**src/rtl/seg7_scan_ctrl_pkg.sv**
```systemverilog
// Shared definitions for the multiplexed 7-segment scan controller:
// FSM state encoding, segment bit order and the hex glyph set.
package seg7_scan_ctrl_pkg;

  typedef enum logic {
    ST_GUARD = 1'b0,
    ST_DRIVE = 1'b1
  } scan_state_e;

  // Segment bit positions within seg[6:0] = {g,f,e,d,c,b,a}
  localparam int SEG_A = 0;
  localparam int SEG_B = 1;
  localparam int SEG_C = 2;
  localparam int SEG_D = 3;
  localparam int SEG_E = 4;
  localparam int SEG_F = 5;
  localparam int SEG_G = 6;

  localparam logic [6:0] GLYPH_0 = 7'h3F;
  localparam logic [6:0] GLYPH_1 = 7'h06;
  localparam logic [6:0] GLYPH_2 = 7'h5B;
  localparam logic [6:0] GLYPH_3 = 7'h4F;
  localparam logic [6:0] GLYPH_4 = 7'h66;
  localparam logic [6:0] GLYPH_5 = 7'h6D;
  localparam logic [6:0] GLYPH_6 = 7'h7D;
  localparam logic [6:0] GLYPH_7 = 7'h07;
  localparam logic [6:0] GLYPH_8 = 7'h7F;
  localparam logic [6:0] GLYPH_9 = 7'h6F;
  localparam logic [6:0] GLYPH_A = 7'h77;
  localparam logic [6:0] GLYPH_B = 7'h7C;
  localparam logic [6:0] GLYPH_C = 7'h39;
  localparam logic [6:0] GLYPH_D = 7'h5E;
  localparam logic [6:0] GLYPH_E = 7'h79;
  localparam logic [6:0] GLYPH_F = 7'h71;

endpackage

```
**src/rtl/seg7_scan_ctrl_hex_to_seg7.sv**
```systemverilog
// Combinational hex nibble to 7-segment glyph decoder.
module hex_to_seg7
  import seg7_scan_ctrl_pkg::*;
(
  input  logic [3:0] nibble,
  output logic [6:0] glyph
);

  // Map each nibble value to its standard hex glyph
  always_comb begin
    glyph = GLYPH_0;
    case (nibble)
      4'h0:    glyph = GLYPH_0;
      4'h1:    glyph = GLYPH_1;
      4'h2:    glyph = GLYPH_2;
      4'h3:    glyph = GLYPH_3;
      4'h4:    glyph = GLYPH_4;
      4'h5:    glyph = GLYPH_5;
      4'h6:    glyph = GLYPH_6;
      4'h7:    glyph = GLYPH_7;
      4'h8:    glyph = GLYPH_8;
      4'h9:    glyph = GLYPH_9;
      4'hA:    glyph = GLYPH_A;
      4'hB:    glyph = GLYPH_B;
      4'hC:    glyph = GLYPH_C;
      4'hD:    glyph = GLYPH_D;
      4'hE:    glyph = GLYPH_E;
      4'hF:    glyph = GLYPH_F;
      default: glyph = 7'h00;
    endcase
  end

endmodule

```
**src/rtl/seg7_scan_ctrl.sv**
```systemverilog
// Four-digit multiplexed 7-segment scan controller with ghost blanking
// and tear-free, frame-synchronous display updates.
module seg7_scan_ctrl
  import seg7_scan_ctrl_pkg::*;
#(
  parameter int DIV   = 50000,
  parameter int GUARD = 16
) (
  input  logic        clk,
  input  logic        rst_n,
  input  logic        en,
  input  logic        load,
  input  logic [15:0] data_in,
  input  logic [3:0]  blank_in,
  input  logic [3:0]  dp_in,
  output logic [3:0]  an,
  output logic [6:0]  seg,
  output logic        dp,
  output logic        upd_done
);

  localparam int MAXP = (DIV > GUARD) ? DIV : GUARD;
  localparam int CW   = (MAXP > 1) ? $clog2(MAXP) : 1;
  localparam logic [CW-1:0] DIV_LAST   = CW'(DIV - 32'sd1);
  localparam logic [CW-1:0] GUARD_LAST = CW'(GUARD - 32'sd1);
  localparam logic [CW-1:0] CNT_ZERO   = CW'(32'd0);
  localparam logic [CW-1:0] CNT_ONE    = CW'(32'd1);

  scan_state_e   state_r;
  logic [1:0]    idx_r;
  logic [CW-1:0] cnt_r;

  logic [15:0]   disp_r;
  logic [3:0]    blank_r;
  logic [3:0]    dpm_r;
  logic [15:0]   pend_data_r;
  logic [3:0]    pend_blank_r;
  logic [3:0]    pend_dp_r;
  logic          pend_valid_r;

  scan_state_e   nxt_state_s;
  logic [1:0]    nxt_idx_s;
  logic [CW-1:0] nxt_cnt_s;
  logic          commit_s;
  logic [15:0]   nxt_disp_s;
  logic [3:0]    nxt_blank_s;
  logic [3:0]    nxt_dpm_s;
  logic [3:0]    nib_s;
  logic [6:0]    glyph_s;

  // Next scan position; commits only at the frame boundary or while dark
  always_comb begin
    nxt_state_s = state_r;
    nxt_idx_s   = idx_r;
    nxt_cnt_s   = cnt_r;
    commit_s    = 1'b0;
    if (!en) begin
      nxt_state_s = ST_GUARD;
      nxt_idx_s   = 2'd0;
      nxt_cnt_s   = CNT_ZERO;
      commit_s    = pend_valid_r;
    end else begin
      case (state_r)
        ST_GUARD: begin
          if (cnt_r == GUARD_LAST) begin
            nxt_state_s = ST_DRIVE;
            nxt_cnt_s   = CNT_ZERO;
          end else begin
            nxt_cnt_s   = cnt_r + CNT_ONE;
          end
        end
        ST_DRIVE: begin
          if (cnt_r == DIV_LAST) begin
            nxt_state_s = ST_GUARD;
            nxt_idx_s   = idx_r + 2'd1;
            nxt_cnt_s   = CNT_ZERO;
            commit_s    = pend_valid_r && (idx_r == 2'd3);
          end else begin
            nxt_cnt_s   = cnt_r + CNT_ONE;
          end
        end
        default: begin
          nxt_state_s = ST_GUARD;
          nxt_idx_s   = 2'd0;
          nxt_cnt_s   = CNT_ZERO;
        end
      endcase
    end
  end

  // Display contents as they will be after this edge, for output lookahead
  always_comb begin
    nxt_disp_s  = commit_s ? pend_data_r  : disp_r;
    nxt_blank_s = commit_s ? pend_blank_r : blank_r;
    nxt_dpm_s   = commit_s ? pend_dp_r    : dpm_r;
    nib_s       = nxt_disp_s[{nxt_idx_s, 2'b00} +: 4];
  end

  hex_to_seg7 u_hex_to_seg7 (
    .nibble (nib_s),
    .glyph  (glyph_s)
  );

  // Scan FSM state, phase counter and digit index
  always_ff @(posedge clk or negedge rst_n) begin
    if (!rst_n) begin
      state_r <= ST_GUARD;
      idx_r   <= 2'd0;
      cnt_r   <= CNT_ZERO;
    end else begin
      state_r <= nxt_state_s;
      idx_r   <= nxt_idx_s;
      cnt_r   <= nxt_cnt_s;
    end
  end

  // Pending buffer: latest load wins; a load on the commit edge stays pending
  always_ff @(posedge clk or negedge rst_n) begin
    if (!rst_n) begin
      pend_data_r  <= 16'h0000;
      pend_blank_r <= 4'b0000;
      pend_dp_r    <= 4'b0000;
      pend_valid_r <= 1'b0;
    end else if (load) begin
      pend_data_r  <= data_in;
      pend_blank_r <= blank_in;
      pend_dp_r    <= dp_in;
      pend_valid_r <= 1'b1;
    end else if (commit_s) begin
      pend_valid_r <= 1'b0;
    end else begin
      pend_valid_r <= pend_valid_r;
    end
  end

  // Display register, updated only on commit
  always_ff @(posedge clk or negedge rst_n) begin
    if (!rst_n) begin
      disp_r  <= 16'h0000;
      blank_r <= 4'b0000;
      dpm_r   <= 4'b0000;
    end else if (commit_s) begin
      disp_r  <= pend_data_r;
      blank_r <= pend_blank_r;
      dpm_r   <= pend_dp_r;
    end else begin
      disp_r  <= disp_r;
      blank_r <= blank_r;
      dpm_r   <= dpm_r;
    end
  end

  // Registered pad outputs derived from the next state so they track it exactly
  always_ff @(posedge clk or negedge rst_n) begin
    if (!rst_n) begin
      an       <= 4'b1111;
      seg      <= 7'h00;
      dp       <= 1'b0;
      upd_done <= 1'b0;
    end else begin
      upd_done <= commit_s;
      if (nxt_state_s == ST_DRIVE) begin
        an  <= ~(4'b0001 << nxt_idx_s);
        seg <= nxt_blank_s[nxt_idx_s] ? 7'h00 : glyph_s;
        dp  <= nxt_dpm_s[nxt_idx_s] & ~nxt_blank_s[nxt_idx_s];
      end else begin
        an  <= 4'b1111;
        seg <= 7'h00;
        dp  <= 1'b0;
      end
    end
  end

endmodule

```
**config.mk**
```make
export PLATFORM = sky130hd
export DESIGN_NAME = seg7_scan_ctrl
export DESIGN_NICKNAME = d
export VERILOG_FILES = /design/src/rtl/seg7_scan_ctrl_pkg.sv /design/src/rtl/seg7_scan_ctrl_hex_to_seg7.sv /design/src/rtl/seg7_scan_ctrl.sv
export SDC_FILE = /design/constraint.sdc
export NUM_CORES = 1
export LEC_CHECK = 0
export ABC_AREA = 1
export CAP_MARGIN = 40
export CORE_UTILIZATION = 56
export DETAILED_ROUTE_END_ITERATION = 8
export PLACE_DENSITY = 0.79
export REMOVE_ABC_BUFFERS = 1
export SLEW_MARGIN = 10
export SYNTH_ARGS = -nofsm -noshare
export SYNTH_HDL_FRONTEND = slang
export SYNTH_SLANG_ARGS = --single-unit
```
**constraint.sdc**
```tcl
create_clock -name clk -period 3.45 [get_ports clk]
set_input_delay 0.69 -clock clk [delete_from_list [all_inputs] [get_ports clk]]
set_output_delay 0.69 -clock clk [all_outputs]
set_load 0.03 [all_outputs]
```
==> impl_metrics.tcl <==
set metrics [dict create \
    finalNonFillerCells 570 \
    r2r-start "cnt_r[0]$_DFF_PN0_" \
    p_per_area_nw_per_um2 467 \
    switching_share_pct 26.5 \
    antenna_cells 0 \
    cts_made_buffers 9 \
    routed_via_density 5.22 \
    port-buffer-count 40 \
    grt_pass1_vias 2937 \
    max_freq_mhz 361 \
    gr-usage-met3_pct 3.54 \
    dr.pass1.iters 9 \
    met1_usage_pct 31.6 \
    crit_path_max_fanout 19 \
    dieWidth_um 84.6 \
    outcome "complete, but fails checks" \
    track_usage_pct 23.7 \
    grt_first_pass_wirelength_um 13200 \
    path_class "reg2reg" \
    gp_congestion 0.852 \
    syn-cell-area_um2 3820 \
    synth-seq-area-share_pct 53.2 \
    post_cts_buffers 0 \
    fin_worst_skew_ns 0.00529 \
    antenna_found_initial 0 \
    gr-usage-met2_pct 38.7 \
    place_area_um2 4300 \
    vdd_drop_max_mv 0.313 \
    seqPwrFrac_pct 50.2 \
    min_period_ns 2.77 \
    violations "design-rule violations" \
    rows 29 \
    post-dp-hpwl_um 5350 \
    cts_root_buf "clkbuf_8" \
    regToRegSetupSlack_ns 0.68 \
    area_growth_pct 18.2 \
    whs_ns 0.275 \
    synth-seq-cells 81 \
    grt.busiest_layer "met2" \
    min_period_over_period_pct 80.4 \
    hold_path_class "in2async" \
    timing.critical_path.required_ns 3.74 \
    setup-tns-final_ns 0 \
    clkTransAtPathRegs_ns 0.08 \
    startpoint_type "register" \
    wire_per_inst_um 13.1 \
    place_ws_ns 0.438 \
    combinationalPowerShare_pct 14.5 \
    max_cap_violations 0 \
    slew_violations 0 \
    clock_latency_ns 0.35 \
    final_antenna_net_count 0 \
    power.leakage_nw 2.22 \
    coreArea_um2 6460 \
    initial_utilization_pct 59.1 \
    reg2reg_to "seg[3]$_DFF_PN0_" \
    tightest_slew_ns 0.872 \
    via_count 2977 \
    drive_gt1_share_pct 12.4 \
    wirelength_um 7450 \
    finalHoldViolCount 0 \
    drc 4 \
    r2r_cells 18 \
    cts.path.max_buffers 2 \
    cts_tree "yes" \
    pwr-share-clk_pct 35.2 \
    rsz0062_at_grt "false" \
    ys_types 35 \
    end_kind "register" \
    synth_edf_count 0 \
    die_h_um 84.6 \
    grt_max_degree 47 \
    ys.flop_type "dfrtp_1" \
    clock-sinks 81 \
    power.switching_mw 0.559 \
    h-tree-depth 3 \
    syn_inst 442 \
    layout.nets 524 \
    synthArstFlopShare_pct 100 \
    place_inst 554 \
    fin_area_um2 4510 \
    slew-limit-headroom_pct 41.7 \
    io_pins 41 \
    grt_overflow_total 0 \
    cts_resized 0 \
    setup_viol 0 \
    internal_power_mw 1.55 \
    crit_arrival_ns 3.06 \
    ctsHoldBuffers 0 \
    ys.warnings.count 0 \
    syn_avg_cell_area_um2 8.64 \
    worst_slack_ns 0.676 \
    dieArea_um2 7150 \
    first_iter_violations 158 \
]
## layout by cell type, fill, tap and decap left out, drive strengths merged, types with 8 or more instances in the layout
cell type and count:
nand4 10, ha 8, o21ai 40, nand2 136, nor2 39, nand3 19, inv 63, dfrtp 77
clkdlybuf4s50 39, clkbuf 10, buf 8
## cell families (layout without fill, tap and decap cells)
group                    after synthesis  in the layout  synth area share [%]
adder cells (fa/ha/maj)                8              8                  2.62
flip-flops                            81             81                  53.2
buffers and inverters                 75            126                  8.39
AND/OR/NAND/NOR                      221            221                  27.2
XOR/XNOR                               5              5                  1.15
AO/OA/AOI/OAI                         52             52                  7.41
## worst max-delay path, cell delays in order (launching register included)
cell     delay [ns]
dfrtp_1        0.38
ha_1           0.22
nand3_2        0.13
nor2_2         0.19
nand3_2        0.15
nand2_4        0.15
nand3_4        0.19
nand2_1        0.11
o21ai_1        0.09
nand2_1        0.07
nand2_1        0.07
nor2_2         0.25
inv_1          0.12
ha_1           0.25
inv_1          0.07
nand2_1        0.06
nand3_1        0.08
nand2_1        0.05
nor2_1         0.08
## power groups by stage
stage | logic [mW] | clock network [mW] | registers [mW]
after floorplan | 0.191 | 0 | 1.07
after global placement | 0.288 | 0 | 1.07
after detailed placement | 0.302 | 0 | 1.08
after CTS | 0.307 | 0.751 | 1.06
after global routing | 0.353 | 0.794 | 1.07
final | 0.306 | 0.742 | 1.06
## area by class of cell
cell class	count	area (um2)
Clock buffer	10	128
Clock inverter	6	82.6
Timing Repair Buffer	47	470
Inverter	63	236
Multi-Input combinational cell	286	1470
Tap cell	77	96.3
Fill cell	515	1950
Sequential cell	81	2030
## how the worst max path moves through the flow
stage                             from  cells past startpoint                to
floorplan                           en                     12  seg[2]$_DFF_PN0_
global placement                    en                     14  seg[3]$_DFF_PN0_
detailed placement                  en                     16  seg[3]$_DFF_PN0_
CTS                 cnt_r[0]$_DFF_PN0_                     18  seg[3]$_DFF_PN0_
global route        cnt_r[0]$_DFF_PN0_                     16  seg[5]$_DFF_PN0_
finish              cnt_r[0]$_DFF_PN0_                     18  seg[3]$_DFF_PN0_
## registers in the layout (all words and copies together), names as in the netlist, 2 cells and up
name,cells
pend_data_r,16
pend_dp_r,4
dpm_r,4
seg,7
disp_r,16
pend_blank_r,4
idx_r,2
an,4
blank_r,4
cnt_r,16
## routing by layer
metal	share of wire (%)	up-vias
met5	0	-
met4	2.0	0
met3	3.5	13
li1	-	1483
met1	46	1411
met2	48	70
## synthesized netlist by cell type (3+ instances only)
library cell | instances | share of area (%)
nand2_1 | 126 | 12
dfrtp_1 | 77 | 50
inv_1 | 57 | 5.6
nor2_1 | 30 | 2.9
o21ai_0 | 27 | 3.5
nand3_1 | 13 | 1.7
nand4_1 | 10 | 1.6
o21ai_1 | 10 | 1.3
ha_1 | 8 | 2.6
nand2_2 | 8 | 1.3
a21oi_1 | 7 | 0.92
nor3_1 | 7 | 0.92
clkbuf_1 | 6 | 0.59
inv_2 | 6 | 0.59
nor4_1 | 6 | 0.98
buf_6 | 5 | 1.5
nand3_2 | 5 | 1.3
nor2_2 | 5 | 0.82
dfstp_2 | 4 | 2.8
nor2_4 | 3 | 0.88
o21ai_2 | 3 | 0.69
xor2_1 | 3 | 0.69
## through the flow
step / utilization, % / power [mW]
floorplan: - / 1.26
global placement: 66.2 / 1.36
detailed placement: 66.6 / 1.38
CTS: 69.8 / 2.12
global route: 69.8 / 2.21
finish: 69.8 / 2.11
Power figures use the tool's default switching activity.
